**src/rtl/sie_tx_cmd_queue.sv**
```systemverilog
// sie_tx_cmd_queue: buffers muxed SIE port writes ({ctrl, data}) and issues them
// one at a time to the SIE transmitter with a txStart/txDone handshake.
// A change of hostMode flushes the queue.
// Optional build macro SIE_TX_CMD_TIMEOUT_EN adds the TIMEOUT_CYCLES parameter and
// a WAIT watchdog that sets the sticky timeoutErr; without it timeoutErr is 0.
module sie_tx_cmd_queue #(
    parameter int unsigned DEPTH  = 4,
    parameter int unsigned ADDR_W = 2
`ifdef SIE_TX_CMD_TIMEOUT_EN
    ,
    parameter int unsigned TIMEOUT_CYCLES = 1024
`endif
) (
    input  logic              usbClk,
    input  logic              rstSyncToUsbClk,
    input  logic [7:0]        SIEPortCtrlIn,
    input  logic [7:0]        SIEPortDataIn,
    input  logic              SIEPortWEn,
    input  logic              hostMode,
    input  logic              clrErr,
    output logic              txStart,
    output logic [7:0]        txCtrl,
    output logic [7:0]        txData,
    input  logic              txDone,
    output logic              txBusy,
    output logic [ADDR_W:0]   queueCount,
    output logic              queueFull,
    output logic              overflowErr,
    output logic              timeoutErr
);

    localparam int unsigned CNT_W = ADDR_W + 1;

    typedef enum logic [1:0] {
        IDLE  = 2'd0,
        START = 2'd1,
        WAIT  = 2'd2
    } stateT;

    stateT             state;
    logic              modeQ;
    logic [15:0]       fifoMem [DEPTH];
    logic [ADDR_W-1:0] wrPtr;
    logic [ADDR_W-1:0] rdPtr;
    logic [CNT_W-1:0]  countNext;
    logic              flush;
    logic              full;
    logic              popEn;
    logic              pushEn;
    logic              ovfSet;

    // Queue control: a pop in the same cycle frees a slot for a push even when full
    assign flush  = (hostMode != modeQ);
    assign full   = (queueCount == CNT_W'(DEPTH));
    assign popEn  = (state == IDLE) && (queueCount != '0) && !flush;
    assign pushEn = SIEPortWEn && !flush && (!full || popEn);
    assign ovfSet = SIEPortWEn && !flush && full && !popEn;

    // Next occupancy from push/pop/flush
    always_comb begin
        countNext = queueCount;
        if (flush) begin
            countNext = '0;
        end else if (pushEn && !popEn) begin
            countNext = queueCount + CNT_W'(1);
        end else if (popEn && !pushEn) begin
            countNext = queueCount - CNT_W'(1);
        end
    end

    // Mode tracking; loads during reset so reset release never flushes
    always_ff @(posedge usbClk) begin
        modeQ <= hostMode;
    end

    // Entry storage
    always_ff @(posedge usbClk) begin
        if (pushEn) begin
            fifoMem[wrPtr] <= {SIEPortCtrlIn, SIEPortDataIn};
        end
    end

    // Pointers, occupancy and full flag
    always_ff @(posedge usbClk) begin
        if (rstSyncToUsbClk) begin
            wrPtr      <= '0;
            rdPtr      <= '0;
            queueCount <= '0;
            queueFull  <= 1'b0;
        end else begin
            queueCount <= countNext;
            queueFull  <= (countNext == CNT_W'(DEPTH));
            if (flush) begin
                wrPtr <= '0;
                rdPtr <= '0;
            end else begin
                if (pushEn) wrPtr <= wrPtr + ADDR_W'(1);
                if (popEn)  rdPtr <= rdPtr + ADDR_W'(1);
            end
        end
    end

`ifdef SIE_TX_CMD_TIMEOUT_EN
    localparam int unsigned TO_W = $clog2(TIMEOUT_CYCLES + 1);
    logic [TO_W-1:0] waitCnt;
    logic            timeoutHit;

    // Watchdog expires on the last allowed WAIT cycle; txDone in that cycle wins
    assign timeoutHit = (state == WAIT) && !txDone &&
                        (waitCnt == TO_W'(TIMEOUT_CYCLES - 1));
`endif

    // Issue FSM with registered handshake outputs
    always_ff @(posedge usbClk) begin
        if (rstSyncToUsbClk) begin
            state   <= IDLE;
            txStart <= 1'b0;
            txBusy  <= 1'b0;
            txCtrl  <= 8'h00;
            txData  <= 8'h00;
`ifdef SIE_TX_CMD_TIMEOUT_EN
            waitCnt <= '0;
`endif
        end else begin
            txStart <= 1'b0;
            unique case (state)
                IDLE: begin
                    if (popEn) begin
                        state            <= START;
                        txStart          <= 1'b1;
                        txBusy           <= 1'b1;
                        {txCtrl, txData} <= fifoMem[rdPtr];
                    end
                end
                START: begin
                    state <= WAIT;
`ifdef SIE_TX_CMD_TIMEOUT_EN
                    waitCnt <= '0;
`endif
                end
                WAIT: begin
                    if (txDone) begin
                        state  <= IDLE;
                        txBusy <= 1'b0;
                    end
`ifdef SIE_TX_CMD_TIMEOUT_EN
                    else if (timeoutHit) begin
                        state  <= IDLE;
                        txBusy <= 1'b0;
                    end else begin
                        waitCnt <= waitCnt + TO_W'(1);
                    end
`endif
                end
                default: begin
                    state  <= IDLE;
                    txBusy <= 1'b0;
                end
            endcase
        end
    end

    // Sticky overflow flag; a set beats a coincident clear
    always_ff @(posedge usbClk) begin
        if (rstSyncToUsbClk) begin
            overflowErr <= 1'b0;
        end else if (ovfSet) begin
            overflowErr <= 1'b1;
        end else if (clrErr) begin
            overflowErr <= 1'b0;
        end
    end

`ifdef SIE_TX_CMD_TIMEOUT_EN
    // Sticky watchdog flag; a set beats a coincident clear
    always_ff @(posedge usbClk) begin
        if (rstSyncToUsbClk) begin
            timeoutErr <= 1'b0;
        end else if (timeoutHit) begin
            timeoutErr <= 1'b1;
        end else if (clrErr) begin
            timeoutErr <= 1'b0;
        end
    end
`else
    assign timeoutErr = 1'b0;
`endif

endmodule

```
**config.mk**
```make
export PLATFORM = sky130hd
export DESIGN_NAME = sie_tx_cmd_queue
export DESIGN_NICKNAME = d
export VERILOG_FILES = /design/src/rtl/sie_tx_cmd_queue.sv
export SDC_FILE = /design/constraint.sdc
export NUM_CORES = 1
export LEC_CHECK = 0
export CAP_MARGIN = 15
export CORE_MARGIN = 1
export CORE_UTILIZATION = 46
export DETAILED_ROUTE_END_ITERATION = 12
export PLACE_DENSITY_LB_ADDON = 0.15
export SKIP_CTS_REPAIR_TIMING = 1
export SYNTH_ARGS = -nofsm -noshare
export SYNTH_HDL_FRONTEND = slang
export SYNTH_SLANG_ARGS = --single-unit
```
**constraint.sdc**
```tcl
create_clock -name usbClk -period 2.4 [get_ports usbClk]
set_input_delay 0.48 -clock usbClk [delete_from_list [all_inputs] [get_ports usbClk]]
set_output_delay 0.48 -clock usbClk [all_outputs]
set_load 0.02 [all_outputs]
```
== Word-level counts from Yosys, hierarchy flattened ==
Memories as Yosys holds them, arrays and structs flattened. A register that Yosys moved wholly into a read port is not among the register bits.
Cells that the tools add are included.

* Register bits after elaboration: 14
* RAM bits: 64
* Bits of input ports: 22
* Output and inout port bits: 24
* Logic and storage cells: 58
* Memories: 1

{| class="wikitable"
|+ Memories
! memory !! words !! width !! rd ports !! clocked after memory_dff !! wr ports !! RTL line !! source
|-
| fifoMem || 4 || 16 || 1 || 1 || 1 || 42 || <nowiki>logic [15:0] fifoMem [DEPTH];</nowiki>
|}

* $add $sub $neg: 4
* Equal/unequal tests: 7
* Mux-type cells: 14
* Bitwise logic cells: 2
* Reduce and logical (&&, ||, !) cells: 21

{| class="wikitable"
|+ Operators with widths
! cell !! count
|-
| $mux 3 || 3
|-
| $logic_and 1x1->1 || 8
|-
| $mux 1 || 7
|-
| $eq 3x3->1 const B || 2
|-
| $pmux 2 s3 || 1
|-
| $add 2x1->2 const B || 2
|-
| $logic_not 1->1 || 4
|-
| $mux 2 || 2
|-
| $ne 2x2->1 const B || 2
|-
| $reduce_and 2->1 || 2
|-
| $reduce_or 2->1 || 2
|-
| $add 3x1->3 const B || 1
|-
| $pmux 1 s3 || 1
|-
| $reduce_and 3->1 || 1
|-
| $reduce_bool 3->1 || 1
|-
| $sub 3x1->3 const B || 1
|-
| $eq 2x1->1 const B || 1
|-
| $eq 2x2->1 const B || 1
|-
| $logic_not 2->1 || 1
|-
| $not 1->1 || 2
|-
| $reduce_bool 2->1 || 1
|-
| $logic_or 1x1->1 || 1
|-
| $ne 1x1->1 || 1
|}

== Depth between registers and ports, before layout ==
Gate-level depths: netlist of run 1.

* Depth in word-level cells: 11
* Mapped depth: 8
* Mapped depth without buffers: 7

== Least setup slack after synthesis of run 1 ==
OpenSTA, ideal clock, no wires.

* Path type: register -> register
* From: register queueCount[0]
* To: memory fifoMem[0][0] (enable)
* Setup time: 0.374 ns
* Arrival time: 1.771 ns
* Data required time: 2.026 ns
* Path slack: 0.256 ns
* Cell stages (with the launch flop): 5
* Buffers on the path: 0
* Period minus slack after synthesis: 2.144 ns
* Cells stage by stage: dfxtp_1 inv_1 ha_1 a31oi_1 and2_1

* Word-level cells in the longest chain between the ends: 7
* Elaborated cells between the ends (all ways): 9

{| class="wikitable"
|+ Ends and longest elaborated chain
! what !! RTL line !! source
|-
| start: declaration || 26 || <nowiki>output logic [ADDR_W:0] queueCount,</nowiki>
|-
| start signal: assignment || 91 || <nowiki>queueCount <= countNext;</nowiki>
|-
| $reduce_bool 3->1 || 55 || <nowiki>assign popEn = (state == IDLE) && (queueCount != '0) && !flush;</nowiki>
|-
| $logic_and 1x1->1 (2 in series) || 55 ||
|-
| $logic_or 1x1->1 * || 56 || <nowiki>assign pushEn = SIEPortWEn && !flush && (!full || popEn);</nowiki>
|-
| $logic_and 1x1->1 * || 56 ||
|-
| $mux 1 * || 78 || <nowiki>if (pushEn) begin</nowiki>
|-
| $mux 1 (not written as such) * || 79 || <nowiki>fifoMem[wrPtr] <= {SIEPortCtrlIn, SIEPortDataIn};</nowiki>
|-
| end: declaration || 42 ||
|}

Mark *: on every way between the ends. The rest lies on a longest branch, timed or not.

== Worst setup path after layout of run 1 ==
* From: register queueCount[2]
* To: output port queueCount[2]

No word-level cell between the ends.

==> results of run 1 <==
-- logic make-up (layout without fill, tap and decap cells) --
family                     count (synthesis)  after routing
and+or+nand+nor                           68             68
AOI/OAI and AO/OA                         31             31
DFF                                       94             94
adders and majority gates                  7              7
buffers and inverters                     19             80
muxes                                     18             18
other                                      1              1
xor gates and xnor gates                   7              7
-- cell usage in the layout, fill, tap and decap left out, drive strengths merged --
cell type	n
nand2	38
clkinv	1
o21ai	3
a211oi	1
inv	9
buf	14
clkbuf	11
nor4	2
o32a	1
nor2	13
bufinv	1
a21bo	1
o2111a	1
nor3	3
nor2b	1
or2	1
clkdlybuf4s50	44
conb	1
nand2b	1
mux2i	2
o311ai	1
ha	7
and2	4
dfxtp	30
a21oi	19
or3	3
a31oi	1
or3b	1
edfxtp	64
xnor2	5
xor2	2
o32ai	1
a21boi	1
mux4	16
nand4b	1
o221a	1
-- power groups by stage --
stage	logic, mW	clock network, mW	registers [mW]
after detailed placement	0.379	0	1.84
after global routing	0.407	1.21	1.81
after CTS	0.381	1.14	1.81
after global placement	0.378	0	1.84
after floorplan	0.197	0	1.87
final	0.376	1.11	1.81
-- worst reg2reg max path, cell delays in order, from the launching register on --
cell	delay, ps
dfxtp_1	350
inv_1	120
ha_1	300
nor2b_1	410
or3_1	210
buf_4	210
nand2_1	80
a21oi_1	140
-- sequential cells by signal, summed over array words and instances (netlist names) --
signal	count
fifoMem	64
txCtrl	8
txData	8
queueCount	3
rdPtr	2
state	2
wrPtr	2
modeQ	1
overflowErr	1
queueFull	1
txBusy	1
txStart	1
-- final timing paths --
| kind | from | endpoint | slack [ps] | depth (start not counted) |
|---|---|---|---|---|
| worst max-delay path | queueCount[2] | queueCount[2] | 420 | 1 |
| worst min-delay path | txData[2] | txData[2] | 460 | 2 |
| worst max register to register | queueCount[0] | txData[5] | 500 | 7 |
| worst min register to register | txData[2] | txData[2] | 460 | 2 |
-- area by class of cell --
cell class	count	share of cell area (%)
clock buffers	11	3.33
flip-flops and latches	94	55.5
repair buffers	58	13.1
inverters	6	0.496
clock inverters	5	1.40
well taps	102	2.81
multi-input cells	132	23.3
-- through the flow --
step / utilization, % / power, mW
4_1_cts: 58.8 / 3.33
2_1_floorplan: - / 2.07
3_3_place_gp: 56.0 / 2.22
3_5_place_dp: 56.0 / 2.22
5_1_grt: 58.8 / 3.43
6_report: 58.8 / 3.29
-- per-layer routing --
layer / global-route usage, % / routed length (um) / share of wire, % / vias to the layer above
met5: 0 / 0 / 0 / -
met4: 7.14 / 71 / 1.1 / 0
met3: 4.44 / 380 / 5.9 / 6
met2: 26.4 / 3010 / 47 / 63
met1: 22.5 / 2970 / 46 / 979
li1: - / - / - / 1010
==> results by stage, run 1 <==
Pwr:
- IR analysis of the VDD net gives a maximum drop of 0.452 mV.
- Sequential cells account for 54.9% of the total power.
- For this design the total switching power over the nets is 774 uW.
- The cell leakage power is 1.49 nW.
- For this design the ratio of total power to cell area is 724 mW/mm^2.
- Of the total power, the share spent switching nets is 23.5%.
- In this run, the combinational gates consume 11.4% of the power.
- The proportion of power drawn by the clock network is 33.6%.
- The internal power contribution is 2.51 mW.

Synthesis:
- The synthesized netlist net count is 274.
- The Yosys step of the flow raised 0 warnings.
- By area the synthesized netlist is led by edfxtp_1 52%, dfxtp_1 16%, mux4_2 9.8%, nand2_1 3.9%, a21oi_1 2.4%.
- Summing the areas of all xor and xnor instances in the mapped netlist gives 1.87% of the synthesized area.
- The commonest cells after synthesis are 64 x edfxtp_1, 38 x nand2_1, 30 x dfxtp_1.
- Sequential elements use 68.4% of the synthesized area.
- The cell count after synthesis came out at 245.
- The share of the synthesized area in the top cell type is 52.1%.
- The leading register cell type out of synthesis is edfxtp_1.
- The post-synthesis cell type count is 38.
- The most common cell in the netlist is edfxtp_1.
- The synthesized design spends more area on one cell type than any other, namely edfxtp_1.
- The simple logic cell fraction of the synthesized area is 8.75%.
- The mux contribution to synthesized area is 10.3%.
- The register bit count reported by yosys is 94.
- After synthesis, the largest family of logic cells by area is multiplexers.
- The post-synthesis area per instance is 15.1 um^2.
- The adder-cell share of the synthesized area is 2.37%.
- For this run, asynchronously set or reset flops after synthesis account for 0%.
- The number of synthesized flops with an enable pin is 64.
- The synthesized netlist devotes 5.29% of its cell area to compound gates.
- The total standard cell area after synthesis is 0.00369 mm^2.

Route:
- The first-iteration detailed-routing DRC count is 94.
- In the final routed layout, each cell accounts on average for 15.8 um.
- The number of vias per cell after detailed routing is 5.04.
- The DRC violations left is 0.
- The count of nets left with antenna violations once routing finished came out at 0.
- Across all layers, the routed design uses 2,058 vias.
- The first detailed-routing pass ran for 5 iterations.
- The routed design has 6.43 mm of wire.

Final layout:
- The layout has 609 filler cells.
- The number of non-filler instances in the completed layout is 408.
- In the final layout, flip-flops and latches occupy 0.00252 mm^2.
- Relative to the synthesized area, the layout overhead comes to 23.1%.
- The share of post-route cells with drive strength above 1 is 17.6%.
- In the final layout, the multi-input gates occupy 0.00106 mm^2.
- The final layout contains 330 nets.
- The post-route cell area is 0.00454 mm^2.
- The repair_antennas step left the layout with diodes totalling 0.

Worst setup path:
- The class of the most critical setup path is reg2out.
- The biggest cell delay along the critical path is 660 ps.
- For the worst setup path, the data required time is 1920 ps.
- The kind of cell with the highest combined delay along the critical path is buffers and inverters.
- The highest-delay cell along the critical path is clkdlybuf4s50_1.
- The sum of buffers and inverters on the critical path is 1.
- At the worst endpoint, the arrival time is 1500 ps.
- The critical-path maximum fanout is 10.
- The worst setup path is captured at an output port.
- The critical path goes through clkdlybuf4s50_1.
- STA classifies the critical path startpoint as a flip-flop.

Timing:
- The number of pins exceeding their max-slew limit in the final report is 0.
- The period utilization is 82.7%.
- Final hold analysis gives a worst-case slack of 457 ps.
- Setup repair after global routing left no endpoint under its margin.
- The achievable clock frequency is 504 MHz.
- The setup clock skew after layout is 9.33 ps.
- The post-route setup TNS is 0 ps.
- The count of final setup violators is 0.
- The worst path in the final design needs a cycle of 1980 ps, including I/O delays and setup.
- The final count of hold timing violations is 0.
- The setup slack after layout is 415 ps.

Clock network:
- The number of buffers created by CTS is 9.
- The clock latency of the later-clocked register in the worst-skew pair is 350 ps.
- The tree is rooted in a clkbuf_8.
- The clock tree from TritonCTS is yes.
- The clock transition time at the flip-flop clock pins of the worst setup and hold paths is 100 ps.
- The H-tree was split into 3 levels.
- The total number of clock tree sinks is 94.
- The worst-case clock buffer depth is 2.

Placement:
- The placed cell count is 392.
- The post-place setup slack is 78.4 ps.
- The count of buffers added on input and output ports is 44.
- At the end of routability-driven placement, the weighted congestion stood at 0.850.
- Summing all placed instances gives a cell area of 0.00433 mm^2.
- Detailed placement ended at an HPWL of 4.22 mm.

GRT:
- The via count of the first global-routing pass is 2,037.
- Summed over all layers, the global routing overflow is 0.
- The first global-routing pass estimated 10.4 mm of wire.
- Across every metal layer, demand over resource in global routing totals 16.9%.
- Entering global routing, the biggest net connects 22 pins.
- The number of antenna violations at the first check in global routing is 0.

Flow run:
- The number of violations of the max-capacitance limit is 0.

Status:
- The run finished with clean final reports.

Die:
- Pin placement for this block handled 46 I/O pins.
- The core region is 0.00773 mm^2.
- The horizontal die dimension is 91.6 um.
- The initial utilization of the core area, before any placement, comes to 47.7%.
- The floorplan has 32 rows.
- The die covers 0.00838 mm^2.
- The floorplan die height is 91.6 um.

Worst hold path:
- The class of the tightest hold or removal check is reg2reg.
Power figures use the tool's default switching activity.
==> run 2, diff against run 1 <==
Clock period 2.4 ns to 1.6 ns, I/O delays scaled along.
==> run 2 against run 1 <==
Against the previous run:
- setup slack worse by 410 ps
- die area did not move
- global-route usage grew 0.72 points
- first-iteration DRC count increased by 39%
- non-clock buffer count grew 15
- sequential share of layout area down 3.5 points
- clock-buffer cell count is 2 lower
- design area increased by 7.1%
- sequential cell count unchanged
- sequential power grew 49%
- highest routed layer unchanged
- cell count rose by 4.9%
==> results by stage, run 2 (synthesis results as in run 1) <==
Status:
- Result of the run: completed (unchanged).

GRT:
- The via count of the first global-routing pass came to 2,092 (was 2,037).
- The first-pass GRT wire length is 10.8 mm (was 10.4 mm).
- The overall routing resource usage came to 17.7% (was 16.9%).
- The global-route congestion overflow total is 0 (unchanged).
- The number of antenna violations at the first check in global routing is 0 (unchanged).
- The pin count of the biggest net entering global routing was 22 (unchanged).

Worst setup path:
- The class of the most critical setup path was reg2reg (was reg2out).
- The minimum setup slack among reg-to-reg paths came to 4 ps (was 500 ps).
- The startpoint type of the worst setup path is a flip-flop (unchanged).
- Sequence of cells on the critical path: xnor2_2, nand2_1, a31oi_2, and2_4 (was clkdlybuf4s50_1).
- The critical-path maximum fanout is 8 (was 10).
- The arrival time at the worst endpoint came to 1660 ps (was 1500 ps).
- The critical path data required time came to 1670 ps (was 1920 ps).
- The capturing element of the worst setup path is fifoMem[1][4] (was queueCount[2]).
- The launch point of the critical path was modeQ (was queueCount[2]).
- The end of the worst register-to-register path is fifoMem[1][4] (was txData[5]).
- The biggest cell delay along the critical path is 350 ps (was 660 ps).
- The highest-delay cell along the critical path is dfxtp_2 (was clkdlybuf4s50_1).
- The start of the worst register-to-register path is modeQ (was queueCount[0]).
- The kind of capture point of the worst setup path is a flip-flop (was output port).
- The worst reg-to-reg path cell count is 4 (was 7).

Pwr:
- The power density normalized to cell area is 1090 mW/mm^2 (was 724 mW/mm^2).
- The part of the power in registers is 50.9% (was 54.9%).
- The internal power contribution is 4.08 mW (was 2.51 mW).
- The combinational power share was 13.2% (was 11.4%).
- The fraction of power spent switching nets is 23.2% (was 23.5%).
- The net switching power figure is 1.23 mW (was 774 uW).
- The proportion of power drawn by the clock network is 35.9% (was 33.6%).
- The cell leakage power is 2.03 nW (was 1.49 nW).
- The worst IR drop on VDD was 0.630 mV (was 0.452 mV).

Route:
- The detailed-route wire length is 7.15 mm (was 6.43 mm).
- The number of vias per cell after detailed routing is 5.15 (was 5.04).
- The total via count in the routed design was 2,203 (was 2,058).
- The first-pass detailed-route iteration total is 4 (was 5).
- The number of antenna-violating nets in the routed design is 0 (unchanged).
- The DRC violations left was 0 (unchanged).
- The first-iteration detailed-routing DRC count was 131 (was 94).
- The average wire per standard cell came to 16.7 um (was 15.8 um).

Die:
- The placement row count came to 32 (unchanged).
- The horizontal die dimension came to 91.6 um (unchanged).
- The floorplan die height was 91.6 um (unchanged).
- The die footprint came to 0.00838 mm^2 (unchanged).
- The total I/O pin count is 46 (unchanged).
- The starting density of the core is 47.7% (unchanged).
- The area inside the core boundary is 0.00773 mm^2 (unchanged).

Final layout:
- The most common library cell in the layout ignoring fill and taps was edfxtp_1 (unchanged).
- The register containing the most flip-flops in the final layout is fifoMem (unchanged).
- The layout filler cell count is 604 (was 609).
- The layout net count came to 350 (was 330).
- Commonest non-fill, non-tap cells in the layout: 64 x edfxtp_1, 38 x nand2_1, 26 x dfxtp_1 (was 64 x edfxtp_1, 44 x clkdlybuf4s50_1, 38 x nand2_1).
- The synthesis-to-finish area growth is 31.8% (was 23.1%).
- The antenna diode count is 0 (unchanged).
- The number of flip-flops under the largest register name was 64 (unchanged).
- The share of post-route cells with drive strength above 1 is 28.2% (was 17.6%).
- Top flop regs: fifoMem: 64 flops, txCtrl: 8 flops, txData: 8 flops (unchanged).

Clock network:
- The clock transition time at the flip-flop clock pins of the worst setup and hold paths is 90 ps (was 100 ps).
- The clock latency of the later-clocked register in the worst-skew pair is 350 ps (about the same).
- The clock tree from TritonCTS is yes (unchanged).
- The number of buffers created by CTS is 9 (unchanged).
- The number of H-tree levels was 3 (unchanged).
- The worst-case clock buffer depth was 2 (unchanged).
- The total number of clock tree sinks is 94 (unchanged).
- The cell at the root of the clock tree is clkbuf_8 (unchanged).

Timing:
- In the finished design, the share of the clock period the worst path needs comes to 99.8%.
- The count of final setup violators came to 0 (unchanged).
- The setup clock skew after layout was 6.16 ps (was 9.33 ps).
- The setup slack after layout is 3.75 ps (was 415 ps).
- The final count of hold timing violations was 0 (unchanged).
- For this run, the top clock speed supported by timing is 626 MHz.
- The worst-case hold slack was 206 ps (was 457 ps).
- The number of pins exceeding their max-slew limit in the final report is 0 (unchanged).
- For the finished layout, the period the worst path requires is 1600 ps.
- RSZ-0062 raised after global routing: yes (was no).

Placement:
- The post-place setup slack came to -437 ps (was 78.4 ps).
- The sum of net half-perimeters after detailed placement came to 4.27 mm (was 4.22 mm).
- The total of buffers placed on input and output ports is 44 (unchanged).
- The weighted congestion at the end of routability-driven global placement is 0.825 (was 0.850).

Worst hold path:
- The class of the tightest hold or removal check was in2reg (was reg2reg).

Flow run:
- The number of violations of the max-capacitance limit was 0 (unchanged).
==> run 2: cell count changes in the layout (fill, tap and decap cells not counted), sizes merged <==
cell,before,now
clkdlybuf4s50,44,20
dlymetal6s2s,0,24
buf,14,29
and2,4,8
bufinv,1,3
clkbuf,11,9
a31oi,1,2
clkinv,1,0
clkinvlp,0,1
==> run 2: power by group through the flow <==
| stage | sequential [mW] | clock (mW) | combinational (mW) |
|---|---|---|---|
| detailed placement | 2.76 | 0 | 0.631 |
| global placement | 2.76 | 0 | 0.625 |
| global route | 2.72 | 2.08 | 0.758 |
| CTS | 2.71 | 1.95 | 0.635 |
| floorplan | 2.81 | 0 | 0.320 |
| finish | 2.70 | 1.91 | 0.702 |
==> run 2: final cells by class <==
cell class | instances | area, um^2 | area share (%)
multi-input cells | 137 | 1190 | 24.5
clock buffers | 9 | 124 | 2.55
inverters | 6 | 25.0 | 0.514
well taps | 102 | 128 | 2.62
repair buffers | 73 | 736 | 15.1
flip-flops and latches | 94 | 2530 | 52.1
clock inverters | 7 | 126 | 2.60
==> run 2: worst min path at each step <==
stage	slack [ps]	cells past startpoint	to	from
2_1_floorplan	350	0	modeQ	hostMode
3_3_place_gp	440	2	txData[3]	txData[3]
3_5_place_dp	450	2	txData[1]	txData[1]
4_1_cts	460	2	txData[7]	txData[7]
5_1_grt	180	1	modeQ	hostMode
6_report	210	1	modeQ	hostMode
==> run 2: through the flow <==
stage               instance area (um^2)  utilization [%]  std cells  total power, mW  setup TNS, ps
floorplan                           3740                -        245             3.13              0
global placement                    4410             57.1        401             3.38         -35280
detailed placement                  4410             57.1        401             3.39         -36710
CTS                                 4660             60.3        417             5.30          -4390
global route                        4860             63.0        428             5.55          -1240
finish                              4860             63.0        428             5.31              0
==> run 2: critical path: cells and delay by family (launching register included) <==
family	cells	cell delay, ps
and+or+nand+nor	2	460
DFF	1	350
AOI/OAI and AO/OA	1	330
xor gates and xnor gates	1	170
==> run 2: layer usage <==
metal,global-route usage (%),vias up,share of wire (%)
met5,0,-,0
met1,22.5,1078,45
met2,28.4,61,49
li1,-,1059,-
met3,5.78,5,5.1
met4,6.08,0,0.87
==> run 3, diff against run 2 <==
Settings changed: CORE_MARGIN 1 to 2, CTS_BUF_LIST set to sky130_fd_sc_hd__clkbuf_8.
==> run 3 against run 2 <==
Against the previous run:
- routed wire length increased by 0.14%
- highest routed layer unchanged
- sequential power is essentially flat
- setup slack gained 19 ps
- register-to-register slack gained 20 ps
- clock power decreased by 18%
- worst hold slack is essentially flat
==> results by stage, run 3 (synthesis results as in run 1) <==
Status:
- Result of the run: completed (unchanged).

Route:
- The total via count in the routed design is 2,174 (was 2,203).
- The DRC violations left was 0 (unchanged).
- The first-pass detailed-route iteration total is 4 (unchanged).
- The number of antenna-violating nets in the routed design was 0 (unchanged).
- The number of vias per cell after detailed routing is 5.08 (was 5.15).
- The first-iteration detailed-routing DRC count is 106 (was 131).
- The average wire per standard cell is 16.7 um (about the same).
- The detailed-route wire length came to 7.16 mm (was 7.15 mm).

GRT:
- The overall routing resource usage is 16.8% (was 17.7%).
- The via count of the first global-routing pass is 2,206 (was 2,092).
- The number of antenna violations at the first check in global routing came to 0 (unchanged).
- The first-pass GRT wire length is 10.9 mm (was 10.8 mm).
- The global-route congestion overflow total is 0 (unchanged).
- The pin count of the biggest net entering global routing was 22 (unchanged).

Worst setup path:
- The arrival time at the worst endpoint came to 1870 ps (was 1660 ps).
- The minimum setup slack among reg-to-reg paths is 20 ps (was 4 ps).
- The start of the worst register-to-register path was queueCount[1] (was modeQ).
- The worst reg-to-reg path cell count is 8 (was 4).
- The kind of capture point of the worst setup path is a flip-flop (unchanged).
- The startpoint type of the worst setup path is a flip-flop (unchanged).
- The launch point of the critical path was queueCount[1] (was modeQ).
- The critical path data required time is 1900 ps (was 1670 ps).
- The class of the most critical setup path is reg2reg (unchanged).
- The capturing element of the worst setup path is queueFull (was fifoMem[1][4]).
- The critical-path maximum fanout is 8 (unchanged).
- The end of the worst register-to-register path is queueFull (was fifoMem[1][4]).

Worst hold path:
- The class of the tightest hold or removal check is in2reg (unchanged).
- The count of cells along the worst hold path is 1 (unchanged).

Final layout:
- The synthesis-to-finish area growth was 31.8% (about the same).
- The number of non-filler instances in the completed layout is 428 (unchanged).
- Commonest non-fill, non-tap cells in the layout: 64 x edfxtp_1, 36 x nand2_1, 26 x dfxtp_1 (was 64 x edfxtp_1, 38 x nand2_1, 26 x dfxtp_1).
- The most common library cell in the layout ignoring fill and taps is edfxtp_1 (unchanged).
- The antenna diode count is 0 (unchanged).
- The register containing the most flip-flops in the final layout was fifoMem (unchanged).
- The layout filler cell count is 631 (was 604).
- The share of post-route cells with drive strength above 1 came to 29.4% (was 28.2%).
- The number of flip-flops under the largest register name came to 64 (unchanged).
- Top flop regs: fifoMem: 64 flops, txCtrl: 8 flops, txData: 8 flops (unchanged).
- The post-route cell area came to 0.00486 mm^2 (about the same).
- The layout net count was 350 (unchanged).

Placement:
- The placed standard-cell area came to 0.00445 mm^2 (was 0.00441 mm^2).
- The sum of net half-perimeters after detailed placement was 4.51 mm (was 4.27 mm).
- The total of buffers placed on input and output ports is 44 (unchanged).
- The placed cell count is 405 (was 401).
- The post-place setup slack was -477 ps (was -437 ps).
- The weighted congestion at the end of routability-driven global placement came to 0.888 (was 0.825).

Clock network:
- The clock latency of the later-clocked register in the worst-skew pair is 350 ps (about the same).
- The worst-case clock buffer depth is 2 (unchanged).
- The number of H-tree levels is 3 (unchanged).
- The number of buffers created by CTS is 9 (unchanged).
- The clock tree from TritonCTS is yes (unchanged).
- The cell at the root of the clock tree was clkbuf_8 (unchanged).
- The total number of clock tree sinks is 94 (unchanged).
- The clock transition time at the flip-flop clock pins of the worst setup and hold paths is 90 ps (about the same).

Die:
- The starting density of the core is 47.5% (was 47.7%).
- The area inside the core boundary is 0.00777 mm^2 (was 0.00773 mm^2).
- The die footprint is 0.00875 mm^2 (was 0.00838 mm^2).
- The total I/O pin count is 46 (unchanged).
- The placement row count is 32 (unchanged).
- The floorplan die height is 93.6 um (was 91.6 um).
- The horizontal die dimension is 93.6 um (was 91.6 um).

Pwr:
- The worst IR drop on VDD is 0.857 mV (was 0.630 mV).
- The power density normalized to cell area came to 1020 mW/mm^2 (was 1090 mW/mm^2).
- The final total power is 4.98 mW (was 5.31 mW).
- The cell leakage power came to 2.04 nW (was 2.03 nW).

Timing:
- The count of final setup violators is 0 (unchanged).
- The period utilization is 98.6% (was 99.8%).
- The number of pins exceeding their max-slew limit in the final report is 0 (unchanged).
- The setup slack after layout was 22.3 ps (was 3.75 ps).
- The achievable clock frequency is 634 MHz (was 626 MHz).
- RSZ-0062 raised after global routing: yes (unchanged).
- The post-route setup TNS was 0 ps (unchanged).
- The setup clock skew after layout was 7.11 ps (was 6.16 ps).
- The final count of hold timing violations is 0 (unchanged).
- The minimum period implied by the final worst setup slack is 1580 ps (was 1600 ps).

Flow run:
- The number of violations of the max-capacitance limit is 0 (unchanged).
run 3: routing by layer:
metal / part of all wire (%) / vias up / GRT usage (%)
met1: 44 / 1059 / 20.8
met3: 3.4 / 18 / 4.11
met2: 50 / 41 / 27.8
li1: - / 1056 / -
met5: 0 / - / 0
met4: 3.0 / 0 / 8.09
run 3: how the worst min path moves through the flow:
stage               slack, ps        end      start
global placement          440  txData[0]  txData[0]
floorplan                 350      modeQ   hostMode
global route              180      modeQ   hostMode
finish                    210      modeQ   hostMode
detailed placement        450  txData[3]  txData[3]
CTS                       460  txData[3]  txData[3]
run 3: power by group:
| part | total [mW] | internal [mW] | leakage [nW] | switching, mW |
|---|---|---|---|---|
| sequential | 2.70 | 2.67 | 0.827 | 0.0322 |
| combinational | 0.715 | 0.365 | 1.12 | 0.350 |
| clock | 1.56 | 0.760 | 0.100 | 0.804 |
run 3: layout make-up:
cell class	instances	area [um^2]	share of cell area (%)
flip-flops and latches	94	2530	52.1
multi-input cells	135	1190	24.4
repair buffers	75	790	16.2
clock buffers	10	138	2.83
well taps	102	128	2.62
clock inverters	6	60.1	1.23
inverters	6	27.5	0.566
run 3: through the flow:
| step | utilization [%] | hold WS [ps] |
|---|---|---|
| 2_1_floorplan | - | 348 |
| 3_3_place_gp | 57.3 | 443 |
| 3_5_place_dp | 57.3 | 447 |
| 4_1_cts | 59.9 | 460 |
| 5_1_grt | 62.6 | 184 |
| 6_report | 62.6 | 206 |
run 3: worst max-delay path, stage by stage (launching register included):
cell and delay, ps:
dfxtp_4 360, inv_4 60, ha_4 180, nor3_1 60
buf_4 150, or3_4 370, o311ai_2 90, o21ai_1 130
a21boi_2 120
